$ cat src/rtl/host_bus_pkg.sv
// Shared constants for the host bus arbiter: FSM state codes, counter width
// and the legal ranges of the timing parameters.
package host_bus_pkg;

  localparam int CNT_W = 8;

  localparam logic [2:0] ST_IDLE     = 3'd0;
  localparam logic [2:0] ST_DRAIN    = 3'd1;
  localparam logic [2:0] ST_TURN_ON  = 3'd2;
  localparam logic [2:0] ST_ACCESS   = 3'd3;
  localparam logic [2:0] ST_ACK      = 3'd4;
  localparam logic [2:0] ST_GAP      = 3'd5;
  localparam logic [2:0] ST_TURN_OFF = 3'd6;
  localparam logic [2:0] ST_ERR      = 3'd7;

  localparam int SETTLE_MIN  = 1;
  localparam int SETTLE_MAX  = 15;
  localparam int ACCESS_MIN  = 1;
  localparam int ACCESS_MAX  = 15;
  localparam int TIMEOUT_MIN = 1;
  localparam int TIMEOUT_MAX = 255;

  // Out-of-range parameters are pulled to the nearest legal value.
  function automatic logic [CNT_W-1:0] clamp_cycles(input int val, input int lo, input int hi);
    int c;
    c = (val < lo) ? lo : ((val > hi) ? hi : val);
    return c[CNT_W-1:0];
  endfunction

endpackage

$ cat src/rtl/cycle_counter.sv
// Loadable down-counter shared by the settle, access and drain-timeout phases.
// done is high while the count is zero, i.e. during the last cycle of a phase.
module cycle_counter
  import host_bus_pkg::*;
(
  input  logic             clk,
  input  logic             rstn,
  input  logic             load,
  input  logic             en,
  input  logic [CNT_W-1:0] load_val,
  output logic             done
);

  logic [CNT_W-1:0] count_q;

  // NOTE: sequential state uses non-blocking assignments so every flop samples
  // pre-edge values regardless of block evaluation order.
  always_ff @(posedge clk or negedge rstn) begin
    if (!rstn) begin
      count_q <= '0;
    end else if (load) begin
      count_q <= load_val;
    end else if (en && (count_q != '0)) begin
      count_q <= count_q - 1'b1;
    end
  end

  assign done = (count_q == '0);

endmodule

$ cat src/rtl/host_bus_arbiter.sv
// Hands the CPU address/main bus to an external host port: waits for a step
// boundary, freezes the CPU, performs the byte access, then gives the bus back.
module host_bus_arbiter
  import host_bus_pkg::*;
#(
  parameter int SETTLE_CYCLES = 1,
  parameter int ACCESS_CYCLES = 2,
  parameter int DRAIN_TIMEOUT = 255
) (
  input  logic        clk,
  input  logic        rstn,
  input  logic        host_req,
  input  logic        host_we,
  input  logic [15:0] host_addr,
  input  logic [7:0]  host_wdata,
  output logic        host_ack,
  output logic        host_err,
  output logic [7:0]  host_rdata,
  input  logic        step_boundary,
  input  logic        cpu_hlt,
  output logic        cpu_clk_en,
  output logic        ctrlen,
  output logic        abus_oe,
  output logic [15:0] abus_out,
  output logic        dbus_oe,
  output logic [7:0]  dbus_out,
  input  logic [7:0]  dbus_in,
  output logic        mem_rd,
  output logic        mem_wr,
  output logic        busy
);

  // Counter preload is (phase length - 1) because done marks the final cycle.
  localparam logic [CNT_W-1:0] SETTLE_LOAD =
    clamp_cycles(SETTLE_CYCLES, SETTLE_MIN, SETTLE_MAX) - 1'b1;
  localparam logic [CNT_W-1:0] ACCESS_LOAD =
    clamp_cycles(ACCESS_CYCLES, ACCESS_MIN, ACCESS_MAX) - 1'b1;
  localparam logic [CNT_W-1:0] DRAIN_LOAD = (DRAIN_TIMEOUT == 0) ? '0 :
    clamp_cycles(DRAIN_TIMEOUT, TIMEOUT_MIN, TIMEOUT_MAX) - 1'b1;
  localparam logic DRAIN_TIMEOUT_EN = (DRAIN_TIMEOUT != 0);

  logic [2:0]       state_q, state_d;
  logic             we_q, we_d;
  logic [15:0]      addr_q, addr_d;
  logic [7:0]       wdata_q, wdata_d;
  logic             cnt_load;
  logic [CNT_W-1:0] cnt_val;
  logic             cnt_done;
  logic             acc_d;
  logic             cpu_owns_d;
  logic             rd_capture;

  logic        host_ack_q, host_err_q, cpu_clk_en_q, ctrlen_q, busy_q;
  logic        abus_oe_q, dbus_oe_q, mem_rd_q, mem_wr_q;
  logic [15:0] abus_out_q;
  logic [7:0]  dbus_out_q, host_rdata_q;

  cycle_counter u_cycle_counter (
    .clk      (clk),
    .rstn     (rstn),
    .load     (cnt_load),
    .en       (!cnt_load),
    .load_val (cnt_val),
    .done     (cnt_done)
  );

  // NOTE: every always_comb output gets a default first so no path can leave
  // it unassigned and infer a latch.
  always_comb begin
    state_d  = state_q;
    we_d     = we_q;
    addr_d   = addr_q;
    wdata_d  = wdata_q;
    cnt_load = 1'b0;
    cnt_val  = '0;
    case (state_q)
      ST_IDLE: begin
        if (host_req) begin
          we_d     = host_we;
          addr_d   = host_addr;
          wdata_d  = host_wdata;
          cnt_load = 1'b1;
          if (cpu_hlt || step_boundary) begin
            state_d = ST_TURN_ON;
            cnt_val = SETTLE_LOAD;
          end else begin
            state_d = ST_DRAIN;
            cnt_val = DRAIN_LOAD;
          end
        end
      end
      ST_DRAIN: begin
        // A boundary on the timeout cycle still wins over the error.
        if (step_boundary || cpu_hlt) begin
          state_d  = ST_TURN_ON;
          cnt_load = 1'b1;
          cnt_val  = SETTLE_LOAD;
        end else if (DRAIN_TIMEOUT_EN && cnt_done) begin
          state_d = ST_ERR;
        end
      end
      ST_TURN_ON: begin
        if (cnt_done) begin
          state_d  = ST_ACCESS;
          cnt_load = 1'b1;
          cnt_val  = ACCESS_LOAD;
        end
      end
      ST_ACCESS: begin
        if (cnt_done) state_d = ST_ACK;
      end
      ST_ACK: state_d = ST_GAP;
      ST_GAP: begin
        cnt_load = 1'b1;
        if (host_req) begin
          we_d    = host_we;
          addr_d  = host_addr;
          wdata_d = host_wdata;
          state_d = ST_ACCESS;
          cnt_val = ACCESS_LOAD;
        end else begin
          state_d = ST_TURN_OFF;
          cnt_val = SETTLE_LOAD;
        end
      end
      ST_TURN_OFF: begin
        if (cnt_done) state_d = ST_IDLE;
      end
      ST_ERR:  state_d = ST_IDLE;
      default: state_d = ST_IDLE;
    endcase
  end

  assign acc_d      = (state_d == ST_ACCESS);
  assign cpu_owns_d = (state_d == ST_IDLE) || (state_d == ST_DRAIN) || (state_d == ST_ERR);
  assign rd_capture = (state_q == ST_ACCESS) && cnt_done && !we_q;

  // Outputs are decoded from the next state so they line up with state_q.
  always_ff @(posedge clk or negedge rstn) begin
    if (!rstn) begin
      state_q      <= ST_IDLE;
      we_q         <= 1'b0;
      addr_q       <= '0;
      wdata_q      <= '0;
      cpu_clk_en_q <= 1'b1;
      ctrlen_q     <= 1'b1;
      abus_oe_q    <= 1'b0;
      abus_out_q   <= '0;
      dbus_oe_q    <= 1'b0;
      dbus_out_q   <= '0;
      mem_rd_q     <= 1'b0;
      mem_wr_q     <= 1'b0;
      host_ack_q   <= 1'b0;
      host_err_q   <= 1'b0;
      busy_q       <= 1'b0;
      host_rdata_q <= '0;
    end else begin
      state_q      <= state_d;
      we_q         <= we_d;
      addr_q       <= addr_d;
      wdata_q      <= wdata_d;
      cpu_clk_en_q <= cpu_owns_d;
      ctrlen_q     <= cpu_owns_d;
      abus_oe_q    <= acc_d;
      abus_out_q   <= acc_d ? addr_d : '0;
      dbus_oe_q    <= acc_d && we_d;
      dbus_out_q   <= (acc_d && we_d) ? wdata_d : '0;
      mem_rd_q     <= acc_d && !we_d;
      mem_wr_q     <= acc_d && we_d;
      host_ack_q   <= (state_d == ST_ACK) || (state_d == ST_ERR);
      host_err_q   <= (state_d == ST_ERR);
      busy_q       <= (state_d != ST_IDLE);
      if (rd_capture) host_rdata_q <= dbus_in;
    end
  end

  assign host_ack   = host_ack_q;
  assign host_err   = host_err_q;
  assign host_rdata = host_rdata_q;
  assign cpu_clk_en = cpu_clk_en_q;
  assign ctrlen     = ctrlen_q;
  assign abus_oe    = abus_oe_q;
  assign abus_out   = abus_out_q;
  assign dbus_oe    = dbus_oe_q;
  assign dbus_out   = dbus_out_q;
  assign mem_rd     = mem_rd_q;
  assign mem_wr     = mem_wr_q;
  assign busy       = busy_q;

endmodule
$ cat config.mk
export PLATFORM = sky130hd
export DESIGN_NAME = host_bus_arbiter
export DESIGN_NICKNAME = d
export VERILOG_FILES = /design/src/rtl/host_bus_pkg.sv /design/src/rtl/cycle_counter.sv /design/src/rtl/host_bus_arbiter.sv
export SDC_FILE = /design/constraint.sdc
export NUM_CORES = 1
export LEC_CHECK = 0
export CELL_PAD_IN_SITES_DETAIL_PLACEMENT = 0
export CELL_PAD_IN_SITES_GLOBAL_PLACEMENT = 1
export CORE_ASPECT_RATIO = 0.7
export CORE_MARGIN = 3
export CORE_UTILIZATION = 25
export DETAILED_ROUTE_END_ITERATION = 8
export PLACE_DENSITY_LB_ADDON = 0.1
export SYNTH_ARGS = -nofsm -noshare
export SYNTH_HDL_FRONTEND = slang
export SYNTH_SLANG_ARGS = --single-unit
$ cat constraint.sdc
create_clock -name clk -period 1.8 [get_ports clk]
set_input_delay 0.36 -clock clk [delete_from_list [all_inputs] [get_ports clk]]
set_output_delay 0.36 -clock clk [all_outputs]
set_load 0.05 [all_outputs]
; ---- Word level (Yosys, flattened, before mapping)
; Index checks and enable logic that the tools add are counted.
[classes]
n_addsub = 1
mul = 0
div = 0
magnitude_cmp = 0
n_eq_ne = 11
shift = 0
n_mux = 28
bitwise_logic = 0
reduce_logical = 19
[ops]
columns = op, n
row1 = $mux 8, 7
row2 = $mux 16, 3
row3 = $pmux 3 s8, 1
row4 = $pmux 8 s3, 1
row5 = $mux 3, 7
row6 = $eq 3x3->1 const B, 6
row7 = $eq 3x2->1 const B, 3
row8 = $logic_not 8->1, 1
row9 = $reduce_bool 8->1, 1
row10 = $sub 8x1->8 const B, 1
row11 = $mux 1, 7
row12 = $eq 3x1->1 const B, 2
row13 = $logic_not 3->1, 2
row14 = $logic_and 1x1->1, 5
row15 = $logic_or 1x1->1, 4
row16 = $pmux 1 s4, 1
row17 = $logic_not 1->1, 3
row18 = $reduce_bool 3->1, 1
row19 = $mux 2, 1
row20 = $reduce_bool 2->1, 1
row21 = $reduce_or 2->1, 1
[totals]
reg_bits = 75
latch_bits = 0
ramBits = 0
romBits = 0
input_bits = 38
out_inout_bits = 41
n_memories = 0

; ---- Depth between registers and ports, before layout
[logic_depth]
depth_word = 7
mapped_depth = 7
depth_no_buf = 6

; ---- Cells and area by module
; Synthesis repeated with hierarchy kept, for this count alone.
[hier_totals]
hier_cells = 302
hier_area_um2 = 3258.1
[by_module_without_submodules]
columns = module, n_inst, cells_per_inst, area_each_um2, seq_area_each_um2
row1 = host_bus_arbiter, 1, 244, 2730.1, 1677.9
row2 = cycle_counter, 1, 58, 528.0, 200.2

; ---- Least setup slack after synthesis
; Ideal clock, no wire load.
[synth_timing]
path_kind = register to register
startpoint = register u_cycle_counter.count_q[0]
endpoint = register host_rdata_q[0], in the netlist host_rdata[0]
setup_time_ns = 0.125
t_arrival_ns = 1.730
required_ns = 1.675
slack_ns = -0.055
path_stages_with_launch = 7
synth_period_minus_slack_ns = 1.855
path_cell_list = dfrtp_1 > inv_1 > ha_1 > or4b_4 > nor2_4 > nand4_4 > mux2_2
[synth_between]
elab_chain_cells = 3
[synth_lines]
columns = element, line
row1 = from (decl), cycle_counter.sv:14  ; logic [CNT_W-1:0] count_q;
row2 = from (signal assigned), cycle_counter.sv:22  ; count_q <= load_val;
row3 = from (signal assigned), cycle_counter.sv:24  ; count_q <= count_q - 1'b1;
row4 = $logic_not 8->1, cycle_counter.sv:28  ; assign done = (count_q == '0);
row5 = $logic_and 1x1->1 (2 in a row), host_bus_arbiter.sv:136  ; assign rd_capture = (state_q == ST_ACCESS) && cnt_done && !we_q;
row6 = to (signal assigned), host_bus_arbiter.sv:173  ; if (rd_capture) host_rdata_q <= dbus_in;
row7 = to (decl), host_bus_arbiter.sv:56  ; logic [7:0] dbus_out_q, host_rdata_q;
; Every way passes these cells.
; A chain may end at the register's enable or synchronous reset.

; ---- Final worst setup path
[layout_timing]
startpoint = register u_cycle_counter.count_q[0]
endpoint = register state_q[1]
[layout_between]
elab_chain_cells = 4
word_cells_on_any_way = 7
[layout_lines]
columns = element, line
row1 = $logic_not 8->1 (*), cycle_counter.sv:28
row2 = $mux 3, host_bus_arbiter.sv:98  ; end else if (DRAIN_TIMEOUT_EN && cnt_done) begin
row3 = $mux 3, host_bus_arbiter.sv:94  ; if (step_boundary || cpu_hlt) begin
row4 = $pmux 3 s8 (*), host_bus_arbiter.sv:76  ; case (state_q)
row5 = named net state_d[1], host_bus_arbiter.sv:42  ; logic [2:0] state_q, state_d;
row6 = to (signal assigned), host_bus_arbiter.sv:158  ; state_q <= state_d;
row7 = to (decl), host_bus_arbiter.sv:42
; The timed path passes the listed nets; every way through them passes the cells marked *.

==> results.ini <==
[global_routing]
grt_pass1_vias=2524
grt_usage_pct=12.2
grt_max_degree=76
gr-total-overflow=0
grt_pass1_wl_um=13300
antenna_found_initial=0

[floorplan]
fp.dieArea_mm2=0.0142
coreArea_mm2=0.0121
die_x_um=141
core.rowCount=33
boundaryPins=79
die_height_um=101
start_util_pct=26.5

[synthesis]
ys.flop_type=dfrtp_1
synth_seq_cells=75
synth_seq_area_share_pct=58.6
synthDominantCellAreaShare_pct=57.7
synth_area_per_cell_um2=13.2
synth_cell_types=50
yosys.area.top_type=dfrtp_1
ys_warn_count=0
synth_edf_count=0
synth.area.top_cells=dfrtp_1 (58%), mux2_4 (5.6%), mux2_2 (4.2%)
syn_inst=243
async_reset_ff_share_pct=100
netlist_area_mm2=0.00321
synth_fp_nets=283

[min_path]
hold_path_class=primary input to asynchronous set/reset pin

[placement]
globalplace.congestion=0.776
dp_hpwl_um=5470
dp_cells=510
numPortBuffers=78

[finish]
final_common_cell=buf_4
diodes=0
fin_nets=415
multiInputGateArea_mm2=0.00137
regArea_mm2=0.00188
area_delta_synth_final_pct=55.4
n_fill_cell=1168
final_cell_mix=buf_4 (84), dfrtp_1 (73), clkdlybuf4s50_1 (36), a21boi_2 (15), mux2_4 (13)
drive_gt1_share_pct=49.7
fin_cells=535

[clock_network]
htreeDepth=3
clockRootBuffer=clkbuf_16
clk-insertion-delay-late_ps=330
cts_tree=done
clkTransAtPathRegs_ps=60
cts_made_buffers=9
clock-sinks=75
clock_path_buffers=2

[timing]
worst_pin_slew_ps=426
holdWs_ps=19.4
fin_crit_sh_pct=109
fin_skew_ps=6.78
worst_slack_ps=-166
finalCriticalPeriod_ps=1970
grt_setup_unrepaired=true
final.setup.tns_ps=-2940
finalSetupViolCount=42
maxSlewHeadroom_pct=71.5
finalHoldViolCount=0
slew_violations=0
max_freq_ghz=0.509

[power]
power_leakage_nw=2.27
ir_drop_v=0.000873
pwr_density_cell_mw_per_mm2=1940

[outcome]
status=finished, violations left
violations=setup timing

[detailed_routing]
ant_nets=0
dr.pass1.iters=4
vias_per_cell=4.34
drcViolationCount=0
vias=2321
first_iter_violations=114
drt_wl_total_um=8280
wire_per_inst_um=15.5

[run]
drv_cap=0

[critical_path]
cp_max_fo=4
critPathRequiredTime_ps=2010
crit_path_end_kind=register
worstSetupStartpointType=register
crit_arrival_ps=2180
crit_type=register to register

==> final cells by class <==
type	instances	area share, %
Sequential cell	75	37.7
Multi-Input combinational cell	143	27.5
Timing Repair Buffer	132	24.2
Clock buffer	9	4.52
Tap cell	157	3.94
Clock inverter	5	1.13
Inverter	14	1.05
==> flip-flops by register name, summed over array words and instances (netlist names) <==
register	count
host_ack	1
busy	1
mem_wr	1
abus_out	16
state_q	3
abus_oe	1
addr_q	16
host_rdata	8
mem_rd	1
u_cycle_counter.count_q	8
ctrlen	1
dbus_out	8
host_err	1
wdata_q	8
we_q	1
==> power breakdown <==
part | leakage, nW | total [mW] | internal (mW) | switching (mW)
logic | 1.20 | 5.24 | 2.41 | 2.83
registers | 0.941 | 2.71 | 2.38 | 0.336
clock network | 0.137 | 1.73 | 1.05 | 0.674
==> per-layer routing <==
layer / part of all wire [%] / vias up / GRT usage, %
met5: 0 / - / 0
met4: 0.87 / 0 / 3.76
met3: 6.8 / 4 / 4.98
met2: 42 / 61 / 17.6
met1: 50 / 1126 / 16.9
li1: - / 1130 / -
==> synth_stat cells, drive strengths merged, types with 5 or more instances <==
| master | n |
|---|---|
| inv | 14 |
| nand3 | 9 |
| mux2i | 8 |
| a211oi | 9 |
| a21boi | 16 |
| buf | 10 |
| nor3 | 5 |
| o21ai | 9 |
| mux2 | 24 |
| a21oi | 11 |
| dfrtp | 74 |
| nor2 | 9 |
| nand2 | 6 |
==> metrics by stage <==
step	total power [mW]	instance area, um2	setup slack (ps)	utilization (%)
floorplan	5.62	3210	-38.5	-
global placement	7.30	4400	-379	36.4
detailed placement	7.30	4400	-409	36.4
CTS	9.79	4940	-174	40.8
global route	10.3	4980	-220	41.2
finish	9.68	4980	-166	41.2
==> logic make-up (layout without fill, tap and decap cells) <==
kind of cell / after synthesis / count (layout) / share of synthesized area, %
DFF: 75 / 75 / 58.6
AOI/OAI and AO/OA: 58 / 59 / 13.2
and+or+nand+nor: 46 / 46 / 9.40
muxes: 32 / 32 / 12.3
buffers and inverters: 26 / 160 / 4.64
xor gates and xnor gates: 4 / 4 / 1.09
adders and majority gates: 2 / 2 / 0.780
==> critical path: stages (launching register included) <==
cell	delay (ps)
dfrtp_1	380
inv_2	80
ha_4	120
or4b_4	510
nor2_4	180
buf_4	140
buf_6	90
o21ai_4	60
a32o_2	280
==> repair_timing <==
item | CTS | global route
hold buffers | 0 | 0
endpoints found under the setup margin | 43 | 47
buffers inserted | 9 | 3
cloned | 2 | 0
pin swaps | 25 | 6
resized for setup | 44 | 13
==> path summary, 6_finish.rpt <==
| path | startpoint | to | slack [ps] | cells after the start |
|---|---|---|---|---|
| max | u_cycle_counter.count_q[0]$_DFFE_PN0P_ | state_q[1]$_DFF_PN0_ | -170 | 8 |
| min | rstn | host_rdata[7]$_DFFE_PN0P_ | 20 | 2 |
| max reg2reg | u_cycle_counter.count_q[0]$_DFFE_PN0P_ | state_q[1]$_DFF_PN0_ | -170 | 8 |
| min reg2reg | addr_q[11]$_DFF_PN0_ | addr_q[11]$_DFF_PN0_ | 490 | 1 |
| max in group asynchronous | rstn | ctrlen$_DFF_PN1_ | 1390 | 2 |
| min in group clk | addr_q[11]$_DFF_PN0_ | addr_q[11]$_DFF_PN0_ | 490 | 1 |
Note: power is estimated with default switching activity, not from simulation.
